## src/rtl/mem_port_arbiter.sv

```systemverilog
// Arbitrates the single SRAM master port between fetch (I) and load/store (D).
// D has fixed priority; a saturating starvation counter forces an I grant.
module mem_port_arbiter #(
  parameter int ADDR_W       = 32,
  parameter int DATA_W       = 32,
  parameter int STARVE_LIMIT = 4
) (
  input  logic              clk,
  input  logic              rst_n,
  input  logic              i_req,
  input  logic [ADDR_W-1:0] i_addr,
  output logic              i_ok,
  output logic [DATA_W-1:0] i_rdata,
  input  logic              d_req,
  input  logic              d_we,
  input  logic [1:0]        d_size,
  input  logic [ADDR_W-1:0] d_addr,
  input  logic [DATA_W-1:0] d_wdata,
  output logic              d_ok,
  output logic [DATA_W-1:0] d_rdata,
  output logic              sram_req,
  output logic              sram_we,
  output logic [1:0]        sram_size,
  output logic [ADDR_W-1:0] sram_addr,
  output logic [DATA_W-1:0] sram_wdata,
  input  logic              sram_ok,
  input  logic [DATA_W-1:0] sram_rdata
);

  // state  | meaning
  // IDLE   | no grant, arbitrating every cycle
  // BUSY_D | data requester owns the SRAM port
  // BUSY_I | fetch requester owns the SRAM port
  typedef enum logic [1:0] {IDLE, BUSY_D, BUSY_I} state_t;

  localparam logic [3:0] LIMIT   = 4'(STARVE_LIMIT);
  localparam logic [3:0] CNT_MAX = 4'd15;

  state_t            state;
  logic [3:0]        starve_cnt;
  logic              lat_we;
  logic [1:0]        lat_size;
  logic [ADDR_W-1:0] lat_addr;
  logic [DATA_W-1:0] lat_wdata;
  logic              grant_d;
  logic              grant_i;
  logic [1:0]        d_size_norm;

  always_comb begin
    grant_d = 1'b0;
    grant_i = 1'b0;
    if (state == IDLE) begin
      if (d_req && (!i_req || (starve_cnt < LIMIT))) grant_d = 1'b1;
      else if (i_req)                                grant_i = 1'b1;
    end
  end

  // Size 3 has no meaning on the bus; fold it onto a word access.
  assign d_size_norm = (d_size == 2'd3) ? 2'd2 : d_size;

  always_ff @(posedge clk) begin
    if (!rst_n) begin
      state      <= IDLE;
      starve_cnt <= 4'd0;
      lat_we     <= 1'b0;
      lat_size   <= 2'd2;
      lat_addr   <= '0;
      lat_wdata  <= '0;
      sram_req   <= 1'b0;
    end else begin
      case (state)
        IDLE: begin
          if (grant_d) begin
            state     <= BUSY_D;
            sram_req  <= 1'b1;
            lat_we    <= d_we;
            lat_size  <= d_size_norm;
            lat_addr  <= d_addr;
            lat_wdata <= d_wdata;
            if (i_req) starve_cnt <= (starve_cnt == CNT_MAX) ? CNT_MAX : starve_cnt + 4'd1;
            else       starve_cnt <= 4'd0;
          end else if (grant_i) begin
            state      <= BUSY_I;
            sram_req   <= 1'b1;
            lat_we     <= 1'b0;
            lat_size   <= 2'd2;
            lat_addr   <= i_addr;
            lat_wdata  <= '0;
            starve_cnt <= 4'd0;
          end
        end
        BUSY_D, BUSY_I: begin
          if (sram_ok) begin
            state    <= IDLE;
            sram_req <= 1'b0;
          end
        end
        default: begin
          state    <= IDLE;
          sram_req <= 1'b0;
        end
      endcase
    end
  end

  assign sram_we    = lat_we;
  assign sram_size  = lat_size;
  assign sram_addr  = lat_addr;
  assign sram_wdata = lat_wdata;

  // Completion is routed combinationally so a zero-wait SRAM finishes in one cycle.
  assign i_ok    = (state == BUSY_I) && sram_ok;
  assign d_ok    = (state == BUSY_D) && sram_ok;
  assign i_rdata = i_ok ? sram_rdata : '0;
  assign d_rdata = d_ok ? sram_rdata : '0;

endmodule

```

## config.mk

```make
export PLATFORM = sky130hd
export DESIGN_NAME = mem_port_arbiter
export DESIGN_NICKNAME = d
export VERILOG_FILES = /design/src/rtl/mem_port_arbiter.sv
export SDC_FILE = /design/constraint.sdc
export NUM_CORES = 1
export LEC_CHECK = 0
export CORE_MARGIN = 5
export CORE_UTILIZATION = 30
export DETAILED_ROUTE_END_ITERATION = 6
export DONT_BUFFER_PORTS = 1
export GPL_TIMING_DRIVEN = 0
export PLACE_DENSITY = 0.47
export SYNTH_ARGS = -nofsm -noshare
export SYNTH_HDL_FRONTEND = slang
export SYNTH_SLANG_ARGS = --single-unit
```

## constraint.sdc

```tcl
create_clock -name clk -period 3.45 [get_ports clk]
set_input_delay 0.69 -clock clk [delete_from_list [all_inputs] [get_ports clk]]
set_output_delay 0.69 -clock clk [all_outputs]
set_load 0.005 [all_outputs]
```

==> metrics.md <==
| Metric | Value |
|---|---|
| First DRT Iteration DRCs | `198` |
| Achievable Freq | `0.435 GHz` |
| Share of layout cells above drive strength 1 | `10.0%` |
| # diodes | `0` |
| Worst endpoint required time | `2760 ps` |
| Leading area contributor after synthesis | `dfxtp_1` |
| Worst R2R End | `sram_addr[20]` |
| Resized Gates After CTS | `0` |
| Reg2Reg Setup Slack | `1690 ps` |
| Commonest cells after routing, fill and taps aside | `74 x dfxtp_1, 67 x nand2_1, 65 x and3_1` |
| DR vias/cell | `5.59` |
| Netlist Area Pre-Place | `0.00328 mm²` |
| Worst Reg-to-Reg Cells | `5` |
| Synthesis warning total | `0` |
| LEAKAGE | `1.71 nW` |
| Post-CTS Hold Buffers | `0` |
| Post-Synthesis Cells | `344` |
| Final GP Congestion | `0.760` |
| Sequential share of power | `48.8%` |
| Final setup viols | `0` |
| Worst setup path endpoint | `i_rdata[21]` |
| Unique masters post-synth | `31` |
| Switching share of power | `28.0%` |
| Power Dens Cells | `578 mW/mm²` |
| Initial antenna violation count | `0` |
| Worst-case clock buffer depth | `2` |
| Outcome | `complete, no violations` |
| Peak supply drop | `0.253 mV` |
| Synth top area cells | `dfxtp_1 45%, and3_1 12%, o221a_1 11%, a22o_1 8.8%, nand2_1 7.7%` |
| Share of the synthesized area in the top cell type | `45.2%` |
| Setup Skew | `3.99 ps` |
| Seq cells post-synth | `74` |
| Slew @ Worst Pin | `482 ps` |
| Power share of the clock group | `35.7%` |
| Wire per inst | `20.1 µm` |
| DRC errors left | `0` |
| Post-Route WL | `10.1 mm` |
| RSZ-0062 raised after global routing | `no` |
| Final Total Pwr | `2.13 mW` |
| Final Core Density | `34.1%` |
| Max Cap Violations | `0` |
| R2r startpoint | `state[0]` |
| GRT Resource Usage Total | `14.1%` |
| Cell Rows | `38` |
| Worst Path Max Fanout | `10` |
| Critical path arrival | `1610 ps` |
| Mean Syn Cell Area | `9.54 µm²` |
| Net Switching | `0.597 mW` |
| Clk_lat worst skew | `340 ps` |
| P&R area growth vs syn | `12.2%` |
| Vias in the first global route | `2749` |
| Drt pass-1 iters | `4` |
| Internal power | `1.53 mW` |
| Final antenna-violating net count | `0` |
| # H-tree levels | `3` |
| Final hold vios | `0` |
| Max Slew Vio Count | `0` |
| Clock sinks | `74` |
| Total number of vias | `2794` |
| Die width | `115 µm` |
| Gate power share | `15.4%` |
| Area of the core | `0.0108 mm²` |
| Inserted Clock Buffers | `9` |
| Setup Fix Bufs, Post-CTS | `0` |
| Final Critical Period | `2300 ps` |
| Fin nets | `495` |
| Min-delay worst type | `input pin to flop` |
| Fin crit share | `66.6%` |
| Worst setup path class | `flop to output port` |
| Initial core utilization | `30.4%` |
| Critical path launch point type | `flop` |
| DP HPWL | `7.80 mm` |
| Register area share after synthesis | `45.2%` |
| Io pins | `270` |
| CP startpoint | `state[0]` |
| Commonest non-fill, non-tap cell in the layout | `dfxtp_1` |
| Max-slew headroom | `67.8%` |
| Die height | `115 µm` |
| First-pass GRT wire length | `14.9 mm` |
| Grt total ovfl | `0` |
| Synthesized Nets | `484` |
| DIE AREA | `0.0131 mm²` |
| TNS Setup | `0 ps` |
| Largest net degree at the start of global routing | `14` |
| Root Buffer | `clkbuf_8` |
| CTS tree | `built` |
| Setup crit end kind | `output port` |
| Clock-pin transition on the worst setup and hold timing paths | `80 ps` |
| I/O Buffers | `0` |
## power groups by stage
stage	clock [mW]	combinational, mW	sequential [mW]
floorplan	0	0.267	1.03
global placement	0	0.323	1.06
detailed placement	0	0.331	1.06
CTS	0.791	0.331	1.04
global route	0.820	0.372	1.05
finish	0.761	0.329	1.04
## final cells by class
class,instances,area [µm²]
plain buffers,37,200
clock buffers,10,138
clock inverters,6,88.8
fillers,1109,7110
inverters,5,18.8
multi-input cells,228,1580
flip-flops and latches,74,1480
well taps,140,175
## routing by layer
metal	global-route usage [%]	wire, µm	up-vias
li1	-	-	1289
met1	18.5	4250	1329
met2	20.5	4440	163
met3	6.45	1230	13
met4	4.51	136	0
met5	0	0	-
## state kept, by name, indices dropped and copies added (netlist names)
name	cells
sram_req	1
sram_addr	32
sram_size	2
state	2
starve_cnt	4
sram_wdata	32
sram_we	1
## worst min path at each step
stage | from | to | slack [ps] | cells after the start
after floorplan | state[1] | state[1] | 450 | 2
after global placement | starve_cnt[0] | starve_cnt[0] | 460 | 2
after detailed placement | state[1] | state[1] | 470 | 2
after CTS | d_wdata[28] | sram_wdata[28] | 450 | 1
after global routing | d_wdata[20] | sram_wdata[20] | 440 | 1
final | d_wdata[28] | sram_wdata[28] | 470 | 1
## synth_stat cells
cell and count:
nor2_1 1, o221a_1 32, dfxtp_1 74, nor2b_1 3, inv_1 4, a22oi_1 1, inv_2 1, o311ai_4 1
buf_6 6, and4bb_1 1, buf_4 2, a21boi_1 2, clkbuf_1 22, buf_2 7, o21ai_2 2, nand4b_1 1
nand3b_1 1, and3_1 65, and4_1 1, a32o_1 1, nor3b_1 1, nand2_1 67, a211o_1 1, a22o_1 33
o211ai_2 1, ha_1 4, nand3_1 1, and2_1 3, a32oi_1 2, o22ai_1 1, o21ai_1 2
## cells by family after synthesis
logic type | synth area share, %
AO/OA/AOI/OAI | 23.8
adder cells (fa/ha/maj) | 1.53
buffers and inverters | 6.67
flip-flops | 45.2
AND/OR/NAND/NOR | 22.8
## per-stage QoR
stage	hold WS (ps)	area (µm²)	cells	worst slack [ps]
2_1_floorplan	445	3280	344	1470
3_3_place_gp	459	3460	484	1250
3_5_place_dp	465	3460	484	1230
4_1_cts	449	3680	500	1150
5_1_grt	444	3680	500	1020
6_report	475	3680	500	1150
## critical path, stage by stage (launching register included)
cell and delay, ps:
dfxtp_1 330, inv_1 80, ha_1 250, clkbuf_1 320
and3_1 280
Note: power is estimated with default switching activity, not from simulation.
